## config.mk

```make
export PLATFORM = sky130hd
export DESIGN_NAME = alu_control_mc_flat
export DESIGN_NICKNAME = d
export VERILOG_FILES = /design/src/rtl/alu_pkg.sv /design/src/rtl/alu_control_mc_if.sv /design/src/rtl/muldiv_iter.sv /design/src/rtl/alu_control_mc.sv /design/src/flat_wrapper.sv
export SDC_FILE = /design/constraint.sdc
export NUM_CORES = 1
export LEC_CHECK = 0
export CAP_MARGIN = 5
export CORE_MARGIN = 2
export CORE_UTILIZATION = 49
export DETAILED_ROUTE_END_ITERATION = 8
export GPL_ROUTABILITY_DRIVEN = 0
export HOLD_SLACK_MARGIN = 0.06
export PLACE_DENSITY = 0.68
export SLEW_MARGIN = 20
export SYNTH_ARGS = -nofsm -noshare
export SYNTH_HDL_FRONTEND = slang
export SYNTH_HIERARCHICAL = 1
export SYNTH_SLANG_ARGS = --single-unit
```

## constraint.sdc

```tcl
create_clock -name clock__i -period 9.8 [get_ports clock__i]
set_clock_uncertainty 0.05 [all_clocks]
set_input_delay 0.98 -clock clock__i [delete_from_list [all_inputs] [get_ports clock__i]]
set_output_delay 0.98 -clock clock__i [all_outputs]
set_load 0.05 [all_outputs]
```

## src/rtl/alu_pkg.sv

```systemverilog
// Shared constants and types for the EX-stage ALU control and its multiply/divide sequencer.
// Holds the ALU control codes, ALUOp/funct encodings, mul/div op type and FSM states.
package alu_pkg;

    localparam logic [3:0] CTRL_AND  = 4'b0000;
    localparam logic [3:0] CTRL_OR   = 4'b0001;
    localparam logic [3:0] CTRL_ADD  = 4'b0010;
    localparam logic [3:0] CTRL_XOR  = 4'b0011;
    localparam logic [3:0] CTRL_NOR  = 4'b0100;
    localparam logic [3:0] CTRL_SLL  = 4'b0101;
    localparam logic [3:0] CTRL_SUB  = 4'b0110;
    localparam logic [3:0] CTRL_SLT  = 4'b0111;
    localparam logic [3:0] CTRL_SRL  = 4'b1000;
    localparam logic [3:0] CTRL_SRA  = 4'b1001;
    localparam logic [3:0] CTRL_SLTU = 4'b1010;
    localparam logic [3:0] CTRL_ADDU = 4'b1011;
    localparam logic [3:0] CTRL_SUBU = 4'b1100;
    localparam logic [3:0] CTRL_PASS = 4'b1111;

    localparam logic [2:0] ALUOP_AND   = 3'b000;
    localparam logic [2:0] ALUOP_OR    = 3'b001;
    localparam logic [2:0] ALUOP_ADD   = 3'b010;
    localparam logic [2:0] ALUOP_SUB   = 3'b011;
    localparam logic [2:0] ALUOP_RTYPE = 3'b100;
    localparam logic [2:0] ALUOP_XOR   = 3'b101;
    localparam logic [2:0] ALUOP_SLT   = 3'b110;
    localparam logic [2:0] ALUOP_SLTU  = 3'b111;

    localparam logic [5:0] FN_SLL   = 6'b000000;
    localparam logic [5:0] FN_SRL   = 6'b000010;
    localparam logic [5:0] FN_SRA   = 6'b000011;
    localparam logic [5:0] FN_MFHI  = 6'b010000;
    localparam logic [5:0] FN_MFLO  = 6'b010010;
    localparam logic [5:0] FN_MULT  = 6'b011000;
    localparam logic [5:0] FN_MULTU = 6'b011001;
    localparam logic [5:0] FN_DIV   = 6'b011010;
    localparam logic [5:0] FN_DIVU  = 6'b011011;
    localparam logic [5:0] FN_ADD   = 6'b100000;
    localparam logic [5:0] FN_ADDU  = 6'b100001;
    localparam logic [5:0] FN_SUB   = 6'b100010;
    localparam logic [5:0] FN_SUBU  = 6'b100011;
    localparam logic [5:0] FN_AND   = 6'b100100;
    localparam logic [5:0] FN_OR    = 6'b100101;
    localparam logic [5:0] FN_XOR   = 6'b100110;
    localparam logic [5:0] FN_NOR   = 6'b100111;
    localparam logic [5:0] FN_SLT   = 6'b101010;
    localparam logic [5:0] FN_SLTU  = 6'b101011;

    typedef enum logic [1:0] {
        OP_MULT  = 2'd0,
        OP_MULTU = 2'd1,
        OP_DIV   = 2'd2,
        OP_DIVU  = 2'd3
    } md_op_t;

    typedef enum logic [1:0] {
        ST_IDLE = 2'd0,
        ST_BUSY = 2'd1,
        ST_DONE = 2'd2
    } state_t;

    function automatic logic is_muldiv(input logic [5:0] fn);
        return (fn == FN_MULT) || (fn == FN_MULTU) || (fn == FN_DIV) || (fn == FN_DIVU);
    endfunction

endpackage

```

## src/rtl/alu_control_mc_if.sv

```systemverilog
// EX-stage bus between the pipeline (master) and the ALU control block (slave).
interface alu_control_mc_if #(
    parameter int DATA_WIDTH  = 32,
    parameter int ALUOP_WIDTH = 3,
    parameter int CTRL_WIDTH  = 4
);
    logic                   Valid__i;
    logic [ALUOP_WIDTH-1:0] ALUOp__i;
    logic [5:0]             ALUFunction__i;
    logic [DATA_WIDTH-1:0]  OperandA__i;
    logic [DATA_WIDTH-1:0]  OperandB__i;
    logic [CTRL_WIDTH-1:0]  ALUCtrl__o;
    logic                   Stall__o;
    logic [DATA_WIDTH-1:0]  HiLoData__o;
    logic                   HiLoValid__o;
    logic                   DivByZero__o;

    modport master (
        output Valid__i, ALUOp__i, ALUFunction__i, OperandA__i, OperandB__i,
        input  ALUCtrl__o, Stall__o, HiLoData__o, HiLoValid__o, DivByZero__o
    );

    modport slave (
        input  Valid__i, ALUOp__i, ALUFunction__i, OperandA__i, OperandB__i,
        output ALUCtrl__o, Stall__o, HiLoData__o, HiLoValid__o, DivByZero__o
    );
endinterface

```

## src/rtl/muldiv_iter.sv

```systemverilog
// Iterative multiply (shift-add) / restoring divide datapath working on operand magnitudes.
// res_hi/res_lo present the sign-corrected result of the step taken in the cycle where last is high.
module muldiv_iter
    import alu_pkg::*;
#(
    parameter int DATA_WIDTH = 32
) (
    input  logic                  clk,
    input  logic                  rst_n,
    input  logic                  load,
    input  logic                  step,
    input  md_op_t                op,
    input  logic [DATA_WIDTH-1:0] a,
    input  logic [DATA_WIDTH-1:0] b,
    output logic                  last,
    output logic [DATA_WIDTH-1:0] res_hi,
    output logic [DATA_WIDTH-1:0] res_lo
);
    localparam int CW = $clog2(DATA_WIDTH + 1);

    logic [DATA_WIDTH-1:0] a_mag_reg, b_mag_reg, acc_reg, low_reg;
    logic [CW-1:0]         cnt_reg;
    logic                  is_div_reg, neg_res_reg, neg_rem_reg;

    logic                  is_signed, is_div;
    logic [DATA_WIDTH-1:0] a_mag, b_mag;

    always_comb begin
        is_signed = (op == OP_MULT) || (op == OP_DIV);
        is_div    = (op == OP_DIV) || (op == OP_DIVU);
        a_mag     = (is_signed && a[DATA_WIDTH-1]) ? -a : a;
        b_mag     = (is_signed && b[DATA_WIDTH-1]) ? -b : b;
    end

    logic [DATA_WIDTH:0]     sum, shifted, diff;
    logic                    ge;
    logic [DATA_WIDTH-1:0]   acc_next, low_next;
    logic [2*DATA_WIDTH-1:0] prod;

    // Multiply keeps {acc,low} as the partial product with the multiplier shifting out of low;
    // divide keeps acc as the partial remainder and shifts quotient bits into low.
    always_comb begin
        sum     = {1'b0, acc_reg} + (low_reg[0] ? {1'b0, a_mag_reg} : '0);
        shifted = {acc_reg, low_reg[DATA_WIDTH-1]};
        diff    = shifted - {1'b0, b_mag_reg};
        ge      = ~diff[DATA_WIDTH];
        if (is_div_reg) begin
            acc_next = ge ? diff[DATA_WIDTH-1:0] : shifted[DATA_WIDTH-1:0];
            low_next = {low_reg[DATA_WIDTH-2:0], ge};
        end else begin
            acc_next = sum[DATA_WIDTH:1];
            low_next = {sum[0], low_reg[DATA_WIDTH-1:1]};
        end
        prod = {acc_next, low_next};
        if (is_div_reg) begin
            res_lo = neg_res_reg ? -low_next : low_next;
            res_hi = neg_rem_reg ? -acc_next : acc_next;
        end else begin
            if (neg_res_reg) prod = -prod;
            res_hi = prod[2*DATA_WIDTH-1:DATA_WIDTH];
            res_lo = prod[DATA_WIDTH-1:0];
        end
    end

    assign last = (cnt_reg == CW'(1));

    always_ff @(posedge clk) begin
        if (!rst_n) begin
            a_mag_reg   <= '0;
            b_mag_reg   <= '0;
            acc_reg     <= '0;
            low_reg     <= '0;
            cnt_reg     <= '0;
            is_div_reg  <= 1'b0;
            neg_res_reg <= 1'b0;
            neg_rem_reg <= 1'b0;
        end else if (load) begin
            a_mag_reg   <= a_mag;
            b_mag_reg   <= b_mag;
            acc_reg     <= '0;
            low_reg     <= is_div ? a_mag : b_mag;
            cnt_reg     <= CW'(DATA_WIDTH);
            is_div_reg  <= is_div;
            neg_res_reg <= is_signed && (a[DATA_WIDTH-1] ^ b[DATA_WIDTH-1]);
            neg_rem_reg <= is_signed && is_div && a[DATA_WIDTH-1];
        end else if (step) begin
            acc_reg <= acc_next;
            low_reg <= low_next;
            cnt_reg <= cnt_reg - CW'(1);
        end
    end
endmodule

```

## src/rtl/alu_control_mc.sv

```systemverilog
// EX-stage ALU control: funct/ALUOp decode, mul/div sequencing FSM, HI/LO registers and stall.
// The iterative arithmetic itself lives in muldiv_iter.
module alu_control_mc
    import alu_pkg::*;
#(
    parameter int DATA_WIDTH  = 32,
    parameter int ALUOP_WIDTH = 3,
    parameter int CTRL_WIDTH  = 4
) (
    input  logic              clock__i,
    input  logic              reset_n__i,
    alu_control_mc_if.slave   bus
);
    state_t                state_reg, state_next;
    logic [DATA_WIDTH-1:0] hi_reg, lo_reg;
    logic                  dbz_reg;

    logic                  is_rtype, start, div0, last;
    logic [3:0]            ctrl;
    md_op_t                md_op;
    logic [DATA_WIDTH-1:0] res_hi, res_lo;

    assign is_rtype = (bus.ALUOp__i == ALUOP_WIDTH'(ALUOP_RTYPE));

    always_comb begin
        ctrl = CTRL_SUB;
        case (bus.ALUOp__i)
            ALUOP_WIDTH'(ALUOP_AND):  ctrl = CTRL_AND;
            ALUOP_WIDTH'(ALUOP_OR):   ctrl = CTRL_OR;
            ALUOP_WIDTH'(ALUOP_ADD):  ctrl = CTRL_ADD;
            ALUOP_WIDTH'(ALUOP_SUB):  ctrl = CTRL_SUB;
            ALUOP_WIDTH'(ALUOP_XOR):  ctrl = CTRL_XOR;
            ALUOP_WIDTH'(ALUOP_SLT):  ctrl = CTRL_SLT;
            ALUOP_WIDTH'(ALUOP_SLTU): ctrl = CTRL_SLTU;
            ALUOP_WIDTH'(ALUOP_RTYPE): begin
                case (bus.ALUFunction__i)
                    FN_ADD:   ctrl = CTRL_ADD;
                    FN_ADDU:  ctrl = CTRL_ADDU;
                    FN_SUB:   ctrl = CTRL_SUB;
                    FN_SUBU:  ctrl = CTRL_SUBU;
                    FN_AND:   ctrl = CTRL_AND;
                    FN_OR:    ctrl = CTRL_OR;
                    FN_XOR:   ctrl = CTRL_XOR;
                    FN_NOR:   ctrl = CTRL_NOR;
                    FN_SLT:   ctrl = CTRL_SLT;
                    FN_SLTU:  ctrl = CTRL_SLTU;
                    FN_SLL:   ctrl = CTRL_SLL;
                    FN_SRL:   ctrl = CTRL_SRL;
                    FN_SRA:   ctrl = CTRL_SRA;
                    FN_MULT, FN_MULTU, FN_DIV, FN_DIVU,
                    FN_MFHI, FN_MFLO: ctrl = CTRL_PASS;
                    default:  ctrl = CTRL_SUB;
                endcase
            end
            default: ctrl = CTRL_SUB;
        endcase
    end

    assign bus.ALUCtrl__o = CTRL_WIDTH'(ctrl);

    always_comb begin
        md_op = OP_MULT;
        case (bus.ALUFunction__i)
            FN_MULTU: md_op = OP_MULTU;
            FN_DIV:   md_op = OP_DIV;
            FN_DIVU:  md_op = OP_DIVU;
            default:  md_op = OP_MULT;
        endcase
    end

    assign start = (state_reg == ST_IDLE) && bus.Valid__i && is_rtype
                   && is_muldiv(bus.ALUFunction__i);
    assign div0  = start && ((md_op == OP_DIV) || (md_op == OP_DIVU))
                   && (bus.OperandB__i == '0);

    muldiv_iter #(.DATA_WIDTH(DATA_WIDTH)) u_iter (
        .clk    (clock__i),
        .rst_n  (reset_n__i),
        .load   (start && !div0),
        .step   (state_reg == ST_BUSY),
        .op     (md_op),
        .a      (bus.OperandA__i),
        .b      (bus.OperandB__i),
        .last   (last),
        .res_hi (res_hi),
        .res_lo (res_lo)
    );

    always_ff @(posedge clock__i) begin
        if (!reset_n__i) state_reg <= ST_IDLE;
        else             state_reg <= state_next;
    end

    always_comb begin
        state_next = state_reg;
        case (state_reg)
            ST_IDLE: if (start) state_next = div0 ? ST_DONE : ST_BUSY;
            ST_BUSY: if (last)  state_next = ST_DONE;
            ST_DONE: state_next = ST_IDLE;
            default: state_next = ST_IDLE;
        endcase
    end

    // Divide by zero bypasses the iteration: HI takes the dividend, LO all ones.
    always_ff @(posedge clock__i) begin
        if (!reset_n__i) begin
            hi_reg  <= '0;
            lo_reg  <= '0;
            dbz_reg <= 1'b0;
        end else begin
            if (start) dbz_reg <= div0;
            if (div0) begin
                hi_reg <= bus.OperandA__i;
                lo_reg <= '1;
            end else if ((state_reg == ST_BUSY) && last) begin
                hi_reg <= res_hi;
                lo_reg <= res_lo;
            end
        end
    end

    assign bus.Stall__o     = start || (state_reg == ST_BUSY);
    assign bus.DivByZero__o = (state_reg == ST_DONE) && dbz_reg;
    assign bus.HiLoData__o  = (is_rtype && (bus.ALUFunction__i == FN_MFHI)) ? hi_reg : lo_reg;
    assign bus.HiLoValid__o = bus.Valid__i && is_rtype
                              && ((bus.ALUFunction__i == FN_MFHI) || (bus.ALUFunction__i == FN_MFLO));
endmodule
```

## src/flat_wrapper.sv

```systemverilog
// flat-port wrapper written by rule: the top's interface ports become plain ports
module alu_control_mc_flat import alu_pkg::*;
#(
    parameter int DATA_WIDTH  = 32,
    parameter int ALUOP_WIDTH = 3,
    parameter int CTRL_WIDTH  = 4
)
  (clock__i, reset_n__i, bus_Valid__i, bus_ALUOp__i, bus_ALUFunction__i, bus_OperandA__i, bus_OperandB__i, bus_ALUCtrl__o, bus_Stall__o, bus_HiLoData__o, bus_HiLoValid__o, bus_DivByZero__o);
  alu_control_mc_if #(.DATA_WIDTH(DATA_WIDTH), .ALUOP_WIDTH(ALUOP_WIDTH), .CTRL_WIDTH(CTRL_WIDTH)) bus_i ();
  input  logic clock__i;
  input  logic reset_n__i;
  input wire logic [$bits(bus_i.Valid__i)-1:0] bus_Valid__i;
  input wire logic [$bits(bus_i.ALUOp__i)-1:0] bus_ALUOp__i;
  input wire logic [$bits(bus_i.ALUFunction__i)-1:0] bus_ALUFunction__i;
  input wire logic [$bits(bus_i.OperandA__i)-1:0] bus_OperandA__i;
  input wire logic [$bits(bus_i.OperandB__i)-1:0] bus_OperandB__i;
  output wire logic [$bits(bus_i.ALUCtrl__o)-1:0] bus_ALUCtrl__o;
  output wire logic [$bits(bus_i.Stall__o)-1:0] bus_Stall__o;
  output wire logic [$bits(bus_i.HiLoData__o)-1:0] bus_HiLoData__o;
  output wire logic [$bits(bus_i.HiLoValid__o)-1:0] bus_HiLoValid__o;
  output wire logic [$bits(bus_i.DivByZero__o)-1:0] bus_DivByZero__o;
  assign bus_i.Valid__i = bus_Valid__i;
  assign bus_i.ALUOp__i = bus_ALUOp__i;
  assign bus_i.ALUFunction__i = bus_ALUFunction__i;
  assign bus_i.OperandA__i = bus_OperandA__i;
  assign bus_i.OperandB__i = bus_OperandB__i;
  assign bus_ALUCtrl__o = bus_i.ALUCtrl__o;
  assign bus_Stall__o = bus_i.Stall__o;
  assign bus_HiLoData__o = bus_i.HiLoData__o;
  assign bus_HiLoValid__o = bus_i.HiLoValid__o;
  assign bus_DivByZero__o = bus_i.DivByZero__o;
  alu_control_mc #(.DATA_WIDTH(DATA_WIDTH), .ALUOP_WIDTH(ALUOP_WIDTH), .CTRL_WIDTH(CTRL_WIDTH)) u_core (.clock__i(clock__i), .reset_n__i(reset_n__i), .bus(bus_i));
endmodule
```

# Word level (Yosys, flattened, before mapping)

Memories as Yosys holds them, arrays and structs flattened.
Cells that the tools add are included.
Widths: inputs -> output; s select.

Flip-flop bits (word level): 204
Bits in read-only memories: 256
Input bits: 76
Output and inout bits: 39
Word-level logic and storage cells: 104
Memories: 1

Add/subtract/negate cells: 8
Equality and inequality tests: 20
Muxes and demuxes: 27
Bitwise logic cells: 3
Reductions and logical operators: 32

Memory list:

| memory          | depth | bits a word | read ports | clocked after Yosys merged registers in | wr ports | RTL line             | RTL |
|---|---|---|---|---|---|---|---|
| (no name shown) | 64    | 4           | 1          | 0                                       | 0        | alu_control_mc.sv:36 | `case (bus.ALUFunction__i)` |

Operator list:

| kind                | number |
|---|---|
| $mux 32             | 18 |
| $neg 32->32         | 4 |
| $mux 64             | 1 |
| $neg 64->64         | 1 |
| $eq 6x5->1 const B  | 6 |
| $add 32x32->33      | 1 |
| $sub 33x32->33      | 1 |
| $logic_not 32->1    | 1 |
| $pmux 4 s8          | 1 |
| $logic_and 1x1->1   | 16 |
| $eq 3x3->1 const B  | 4 |
| $mux 6              | 2 |
| $logic_or 1x1->1    | 7 |
| $eq 2x2->1 const B  | 3 |
| $eq 3x2->1 const B  | 2 |
| $eq 6x1->1 const B  | 1 |
| $mux 2              | 3 |
| $pmux 2 s3          | 1 |
| $sub 6x1->6 const B | 1 |
| $logic_not 2->1     | 2 |
| $ne 2x1->1 const B  | 2 |
| $pmux 2 s2          | 1 |
| $reduce_bool 2->1   | 2 |
| $eq 3x1->1 const B  | 1 |
| other kinds (7)     | 8 |

# Logic depth before layout (Yosys ltp)

Gate-level depths: netlist (run 1).

Depth after elaboration: 10
Gate-level depth with buffers: 28
Mapped depth without buffers: 24

# Hierarchy

The synthesis (run 1) kept the hierarchy.

By module, submodules not included:

| module         | times used | cells each | area an instance (um^2) | sequential area each (um^2) |
|---|---|---|---|---|
| muldiv_iter    | 1          | 1,925      | 13,958.4                | 2,742.6 |
| alu_control_mc | 1          | 405        | 3,895.0                 | 1,341.3 |

# Worst setup path after synthesis (run 1)

No wires, ideal clock.

Kind: reg-to-reg
From: register u_core.u_iter.low_reg[31]
To: register u_core.hi_reg[4]
Arrival time: 5.219 ns
Required time: 9.630 ns
Setup slack: 4.412 ns
Stages on the path, launching flop included: 29
Path buffers: 4
Path through: dfxtp_1 -> inv_1 -> ha_1 -> fa_1 -> nand2b_1 -> a21oi_4 -> o21ai_2 -> o21ai_2 -> and4_1 -> buf_2 -> a211oi_2 -> buf_2 -> buf_2 -> buf_1 -> mux2i_1 -> ha_1 -> o21ai_0 -> or3_1 -> or3_1 -> nor2_1 -> and2_1 -> nand2_1 -> nor3_1 -> a41oi_1 -> a21oi_1 -> xnor2_1 -> mux2_2 -> nand2_1 -> mux2i_1

Longest elaborated chain between the ends: 8
Elaborated cells on any way between the ends: 12
Classes of those cells: add/sub (3); mux (8); bitwise (1)

RTL lines:

| element                                    | RTL line                             | RTL |
|---|---|---|
| start: declaration                         | muldiv_iter.sv:21                    | `logic [DATA_WIDTH-1:0] a_mag_reg, b_mag_reg, acc_reg, low_reg;` |
| start signal: assignment                   | muldiv_iter.sv:81                    | `low_reg <= is_div ? a_mag : b_mag;` |
| start signal: assignment                   | muldiv_iter.sv:88                    | `low_reg <= low_next;` |
| $sub 33x32->33                             | muldiv_iter.sv:45                    | `diff = shifted - {1'b0, b_mag_reg};` |
| $mux 32 or $not 1->1 (tied branches)       | muldiv_iter.sv:48, muldiv_iter.sv:46 |  |
| $mux 32                                    | muldiv_iter.sv:47                    | `if (is_div_reg) begin` |
| $neg 64->64 or $neg 32->32 (tied branches) | muldiv_iter.sv:59, muldiv_iter.sv:57 |  |
| $mux 64 or $mux 32 (tied branches)         | muldiv_iter.sv:59, muldiv_iter.sv:57 |  |
| $mux 32 (*)                                | muldiv_iter.sv:55                    | `if (is_div_reg) begin` |
| named net u_core.res_hi[4]                 | alu_control_mc.sv:21                 | `logic [DATA_WIDTH-1:0] res_hi, res_lo;` |
| $mux 32 (*)                                | alu_control_mc.sv:115                | `end else if ((state_reg == ST_BUSY) && last) begin` |
| $mux 32 (*)                                | alu_control_mc.sv:112                | `if (div0) begin` |
| end signal: assignment                     | alu_control_mc.sv:113                | `hi_reg <= bus.OperandA__i;` |
| end signal: assignment                     | alu_control_mc.sv:116                | `hi_reg <= res_hi;` |
| end: declaration                           | alu_control_mc.sv:15                 | `logic [DATA_WIDTH-1:0] hi_reg, lo_reg;` |

Mark *: on every way through the listed nets, which the timed path passes. The rest lies on a longest branch. The select of a mux whose other input is x is not followed.
A chain may end at the register's enable or synchronous reset.

# Worst setup path after layout (run 1)

Same ends and word-level chain as after synthesis.

==> summary.md, run 1 <==
| Metric | Value |
|---|---|
| Total core area | 0.0357 mm² |
| Post-Syn Instances | 2330 |
| Worst relative slew slack | 0.142 |
| Root buf cell | clkbuf_16 |
| # DRC | 0 |
| H-Tree Depth | 1 |
| Die Ht | 195 µm |
| Non-filler cells, final | 2835 |
| Largest net degree at the start of global routing | 102 |
| Setup bufs post-CTS | 0 |
| Period utilisation layout | 0.643 |
| Biggest area consumer among synthesized cells | dfxtp_1 |
| Setup slack, reg-to-reg | 3.50 ns |
| Layout area overhead | 12.4% |
| Worst Setup Path Type | reg -> reg |
| Pins Over Slew Limit | 0 |
| # setup viols final | 0 |
| EDFF count, synth | 0 |
| Pleak | 8.52 nW |
| RSZ-0062 raised after global routing | false |
| Worst min path class | reg -> reg |
| FFs w/ async S/R, synth | 0 |
| Initial antenna violation count | 1 |
| GRT Util Overall | 0.319 |
| R2R depth | 25 |
| Final #Nets | 2507 |
| Post-cts hold buffer count | 0 |
| Num rows | 69 |
| Vias/cell | 6.28 |
| IO Pins | 115 |
| Total power | 2.13 mW |
| Post-CTS Resized | 0 |
| Vias in the first global route | 16500 |
| Worst R2R End | u_core/hi_reg[4] |
| Hold Path Cell Cnt | 2 |
| DP Wirelength | 47.5 mm |
| Fin crit period | 6.30 ns |
| Clock Sinks | 204 |
| Worst-Skew Late Latency | 0.56 ns |
| Hold Path Origin | u_core/dbz_reg |
| Seq/Total Area, Yosys | 0.229 |
| First-pass GRT wire length | 95.5 mm |
| Setup tns final | 0 ns |
| Pwr Density | 106 mW/mm² |
| Hold EP | u_core/dbz_reg |
| Status | complete, no violations |
| Remaining global-route overflow | 0 |
| Placed instance area | 0.0191 mm² |
| Peak VDD IR | 0.124 mV |
| Number of I/O port buffers | 114 |
| Starting density of the core | 0.500 |
| Pre-CTS worst setup slack | 3.67 ns |
| Synth Register Bits | 204 |
| DR WL/cell | 22.3 µm |
| Worst slew pin tran | 1.25 ns |
| Worst EP arrival | 6.66 ns |
| Max Cap Viol | 0 |
| Die area | 0.0380 mm² |
| First-pass DRT Iterations | 6 |
| Share of cells above drive strength 1 | 0.0818 |
| Synth area leaders | dfxtp_1 23%, mux2i_1 7.8%, nand2_1 6.0%, ha_1 5.3%, mux2_2 4.7% |
| Worst Setup Start Kind | register |
| Post-route ant nets | 0 |
| CTS tree | yes |
| Mapped Nets | 2483 |
| Drt initial violations | 1927 |
| Mean Syn Cell Area | 7.66 µm² |
| Via count | 17800 |
| RR Startpoint | u_core/u_iter/low_reg[31] |
| CTS Buf Count | 26 |
| Crit. End Element | register |
| Crit Path Max Fanout | 31 |
| Most used DFF post-synth | dfxtp_1 |
| Worst setup margin | 3.50 ns |
| Area fraction of the dominant cell type after synthesis | 0.229 |
| YS warnings | 6 |
| Post-route cell area | 0.0201 mm² |
| Placed cell count | 2787 |
| Die width | 195 µm |
| Synth unique cells | 88 |
| Post-Route WL | 63.1 mm |
| Clock Tree Buf Depth | 3 |
| Final hold vios | 0 |
| Netlist Area Pre-Place | 0.0179 mm² |
| Critical path required time | 10.16 ns |
| Fmax | 159 MHz |
| Reg clk slew, reported paths | 0.06 ns |
-- how the worst max path moves through the flow --
| stage | startpoint | end | slack [ns] |
|---|---|---|---|
| final | u_core/u_iter/low_reg[31] | u_core/hi_reg[4] | 3.50 |
| after global routing | u_core/u_iter/low_reg[31] | u_core/hi_reg[4] | 3.14 |
| after CTS | u_core/u_iter/low_reg[31] | u_core/hi_reg[4] | 3.65 |
| after detailed placement | u_core/u_iter/low_reg[31] | u_core/hi_reg[4] | 3.67 |
| after global placement | u_core/u_iter/low_reg[31] | u_core/hi_reg[4] | 3.85 |
| after floorplan | u_core/u_iter/low_reg[31] | u_core/hi_reg[4] | 4.41 |
-- cells in the mapped netlist (all sizes together) (57+ instances only) --
| master | number |
|---|---|
| a21oi | 152 |
| and2 | 69 |
| clkbuf | 94 |
| dfxtp | 204 |
| ha | 75 |
| inv | 76 |
| mux2 | 75 |
| mux2i | 140 |
| nand2 | 287 |
| nor2 | 225 |
| nor3 | 57 |
| o21ai | 119 |
| xnor2 | 83 |
| xor2 | 85 |
-- routing by layer --
metal / vias to the layer above / part of all wire / track usage
met1: 8285 / 0.40 / 0.409
met3: 205 / 0.087 / 0.0517
met5: - / 0 / 0
li1: 8394 / - / -
met4: 0 / 0.069 / 0.193
met2: 924 / 0.44 / 0.504
-- final cells by class --
class,count,area (µm²)
inverters,78,293
fillers,3461,15700
well taps,461,577
multi-input cells,1907,12900
clock inverters,14,190
clock buffers,33,727
flip-flops and latches,204,4090
repair buffers,137,1310
diodes,1,2.50
-- cell usage in the layout (no fill, tap or decap), types with 16 or more instances in the layout --
cell	instances
dfxtp_1	203
a21oi_1	145
ha_1	75
mux2_2	75
clkdlybuf4s50_1	113
clkbuf_16	26
a211oi_1	38
nor2_1	224
a31oi_1	24
a21boi_0	32
nand3_1	35
o211a_1	42
xnor2_1	83
a21o_1	26
o21ai_0	112
nor2b_1	24
inv_1	74
nor3b_1	28
mux2i_1	140
o21a_1	17
o211ai_1	34
buf_4	24
and2_1	68
nand2_1	284
nand2b_1	30
nor4_1	25
nand4_1	16
xor2_1	85
nor3_1	53
-- metrics by stage --
stage,util,hold WS (ns)
after detailed placement,0.536,0.399
final,0.561,0.404
after CTS,0.561,0.408
after global placement,0.536,0.394
after floorplan,-,0.385
after global routing,0.561,0.428
-- where the power goes --
part           switching, mW  internal, mW
Clock                  0.413         0.629
Sequential           0.00179         0.830
Combinational          0.168        0.0891
Total                  0.583          1.55
-- cells by family (layout without fill, tap and decap cells) --
logic type / after synthesis / count (layout) / share of synthesized area
fa+ha+maj: 77 / 77 / 0.0548
xor+xnor: 168 / 168 / 0.0824
compound gates: 591 / 591 / 0.225
simple gates: 856 / 856 / 0.231
mux: 215 / 215 / 0.126
buf+inv: 219 / 262 / 0.0516
other cells: 0 / 1 / 0
flops: 204 / 204 / 0.229
-- critical path, stage by stage (launching register included) --
cell      delay, ns
dfxtp_1        0.44
inv_1          0.08
ha_1           0.22
fa_1           0.42
nand2b_1       0.24
a21oi_4        0.21
o21ai_2        0.12
o21ai_2        0.19
and4_1         0.45
a211oi_4       0.07
buf_4          0.29
mux2i_1        0.36
ha_1           0.27
o21ai_0        0.13
or3_1          0.36
or3_1          0.36
nor2_1         0.16
and2_1         0.22
nand2_1        0.15
nor3_1         0.49
a41oi_1        0.18
a21oi_1        0.18
xnor2_1        0.08
mux2_2         0.28
nand2_1        0.06
mux2i_1        0.07
No activity file was read; power rests on OpenSTA's default activity.
==> run 2: changes to the inputs <==
==> constraint.sdc (replaced) <==
create_clock -name clock__i -period 6.3 [get_ports clock__i]
set_clock_uncertainty 0.05 [all_clocks]
set_input_delay 0.63 -clock clock__i [delete_from_list [all_inputs] [get_ports clock__i]]
set_output_delay 0.63 -clock clock__i [all_outputs]
set_load 0.05 [all_outputs]
==> summary.md, run 2 (synthesis gave the netlist of run 1 again) <==
| Metric | Value |
|---|---|
| Starting density of the core | 0.500 (unchanged) |
| Worst min path class | reg -> reg |
| First-pass DRT Iterations | 5 (-1) |
| Post-route ant nets | 0 (unchanged) |
| R2R depth | 20 (-20%) |
| Crit. End Element | register |
| Fin crit period | 5.96 ns (-0.341 ns) |
| Max stage delay on crit path | 0.77 ns (+0.28 ns) |
| Reg clk slew, reported paths | 0.06 ns (about the same) |
| Worst-Skew Late Latency | 0.56 ns (about the same) |
| RR Startpoint | u_core/u_iter/low_reg[31] |
| Leading cell types in the layout, fill and taps excluded | 285 x nand2_1, 224 x nor2_1, 203 x dfxtp_1 |
| WP buf/inv | 3 (+1) |
| Layout area overhead | 12.7% |
| Hold_ws | 0.415 ns (+0.0105 ns) |
| Largest net degree at the start of global routing | 154 (+51%) |
| Crit path max-delay cell type | a211o_1 |
| Pleak | 8.54 nW (+0.22%) |
| Die area | 0.0380 mm² (unchanged) |
| RSZ-0062 raised after global routing | false |
| Period utilisation layout | 0.946 (+0.303) |
| Setup bufs post-CTS | 0 (unchanged) |
| Worst R2R End | u_core/hi_reg[23] |
| CTS Buf Count | 26 (unchanged) |
| Pre-CTS worst setup slack | 0.469 ns (-3.20 ns) |
| Die width | 195 µm (unchanged) |
| GRT Util Overall | 0.319 (about the same) |
| Initial antenna violation count | 0 (-1) |
| Worst Setup Path Type | reg -> reg |
| H-Tree Depth | 1 (unchanged) |
| Clock Sinks | 204 (unchanged) |
| Drt initial violations | 1937 (+0.52%) |
| Final #Nets | 2512 (+0.20%) |
| First-pass GRT wire length | 95.7 mm (+0.15%) |
| Critical path required time | 6.71 ns (-3.45 ns) |
| Via count | 17900 (+0.37%) |
| Worst path top cell family by delay | compound AO/OA/AOI/OAI gates |
| Worst EP arrival | 6.37 ns (-0.29 ns) |
| Worst relative slew slack | 0.264 (+0.122) |
| # setup viols final | 0 (unchanged) |
| Core Util, Final | 0.563 (+0.00147) |
| DR WL/cell | 22.3 µm (+0.32%) |
| # DRC | 0 (unchanged) |
| Remaining global-route overflow | 0 (unchanged) |
| Root buf cell | clkbuf_16 |
| DP Wirelength | 47.4 mm (-0.19%) |
| Cells along the critical path | inv_1, ha_1, fa_1, nand2b_1, a21oi_4, o21ai_2, o21ai_2, nand3_2, a211o_1, buf_4, a311oi_1, buf_4, and3_1, and4_1, nor3b_1, a41oi_1, xnor2_1, mux2_2, nand2_1, mux2i_1 |
| Fmax | 168 MHz (+5.7%) |
| Vias/cell | 6.29 (+0.19%) |
| Final hold vios | 0 (unchanged) |
| Setup slack, reg-to-reg | 0.34 ns (-3.16 ns) |
| Status | complete, no violations |
| Worst setup margin | 0.339 ns (-3.16 ns) |
| Vias in the first global route | 16400 (-0.42%) |
| Peak VDD IR | 0.263 mV (+110%) |
| Clock Tree Buf Depth | 3 (unchanged) |
| Setup tns final | 0 ns (unchanged) |
| CTS tree | yes |
| Post-Route WL | 63.4 mm (+0.49%) |
| Total core area | 0.0357 mm² (unchanged) |
| Die Ht | 195 µm (unchanged) |
| Pins Over Slew Limit | 0 (unchanged) |
| Num rows | 69 (unchanged) |
| Worst slew pin tran | 1.10 ns (-0.150 ns) |
| IO Pins | 115 (unchanged) |
| Pwr Density | 164 mW/mm² (+54%) |
| Max Cap Viol | 0 (unchanged) |
| Number of I/O port buffers | 114 (unchanged) |
| Hold Path Origin | u_core/dbz_reg |
| Post-cts hold buffer count | 0 (unchanged) |
| Hold EP | u_core/dbz_reg |
| Hold Path Cell Cnt | 2 (unchanged) |
| Crit Path Max Fanout | 24 (-23%) |
| Share of cells above drive strength 1 | 0.0812 (-0.000592) |
| Worst Setup Start Kind | register |
| Most common cell after layout, fill and taps aside | nand2_1 |
## run 2: changes by cell type in the layout (fill, tap and decap cells not counted), sizes merged
| cell | before | now |
|---|---|---|
| clkbuf | 33 | 38 |
| clkinv | 10 | 4 |
| clkinvlp | 2 | 3 |
| buf | 24 | 29 |
## run 2: layer usage
metal / track usage / wire (µm) / vias to the layer above
met2: 0.504 / 27800 / 854
li1: - / - / 8405
met4: 0.202 / 4630 / 0
met1: 0.414 / 25900 / 8420
met3: 0.0397 / 5120 / 195
met5: 0 / 0 / -
## run 2: worst max-delay path by stage
stage                                          from                 to  depth (start not counted)  slack [ns]
after floorplan           u_core/u_iter/low_reg[31]   u_core/hi_reg[4]                         28        0.91
after global placement    u_core/u_iter/low_reg[31]   u_core/hi_reg[4]                         24        0.66
after detailed placement  u_core/u_iter/low_reg[31]   u_core/hi_reg[4]                         24        0.47
after CTS                 u_core/u_iter/low_reg[31]   u_core/hi_reg[4]                         24        0.47
after global routing      u_core/u_iter/low_reg[31]  u_core/hi_reg[16]                         24        0.01
final                     u_core/u_iter/low_reg[31]  u_core/hi_reg[23]                         20        0.34
## run 2: area by class of cell
type                       instances  area [µm²]
clock buffer                      38         736
inverter                          78         293
tap                              461         577
fill                            3452       15600
clock inverter                     9         164
timing repair buffer             142        1370
sequential                       204        4090
antenna                            1        2.50
multi-input combinational       1907       12900
## run 2: tightest hold or removal path, cell delays in order, from the launching register on
cell	delay, ns
dfxtp_1	0.31
nand2_1	0.05
a21boi_1	0.05
## run 2: metrics by stage
step	std cells	power, mW	cell area [µm²]
floorplan	2330	1.53	17900
global placement	2792	1.71	19200
detailed placement	2792	1.71	19200
CTS	2839	3.30	20100
global route	2839	3.38	20100
finish	2840	3.29	20100
## run 2: power by group
part	switching [mW]	internal, mW	total [mW]
clock network	0.624	0.972	1.60
registers	0.00274	1.29	1.29
logic	0.263	0.140	0.403
total	0.890	2.40	3.29
## run 2: repair_timing
action / in CTS / in global routing
gates resized for setup: 0 / 2
setup endpoints to repair: 0 / 3
endpoints found under the hold margin: 0 / 0
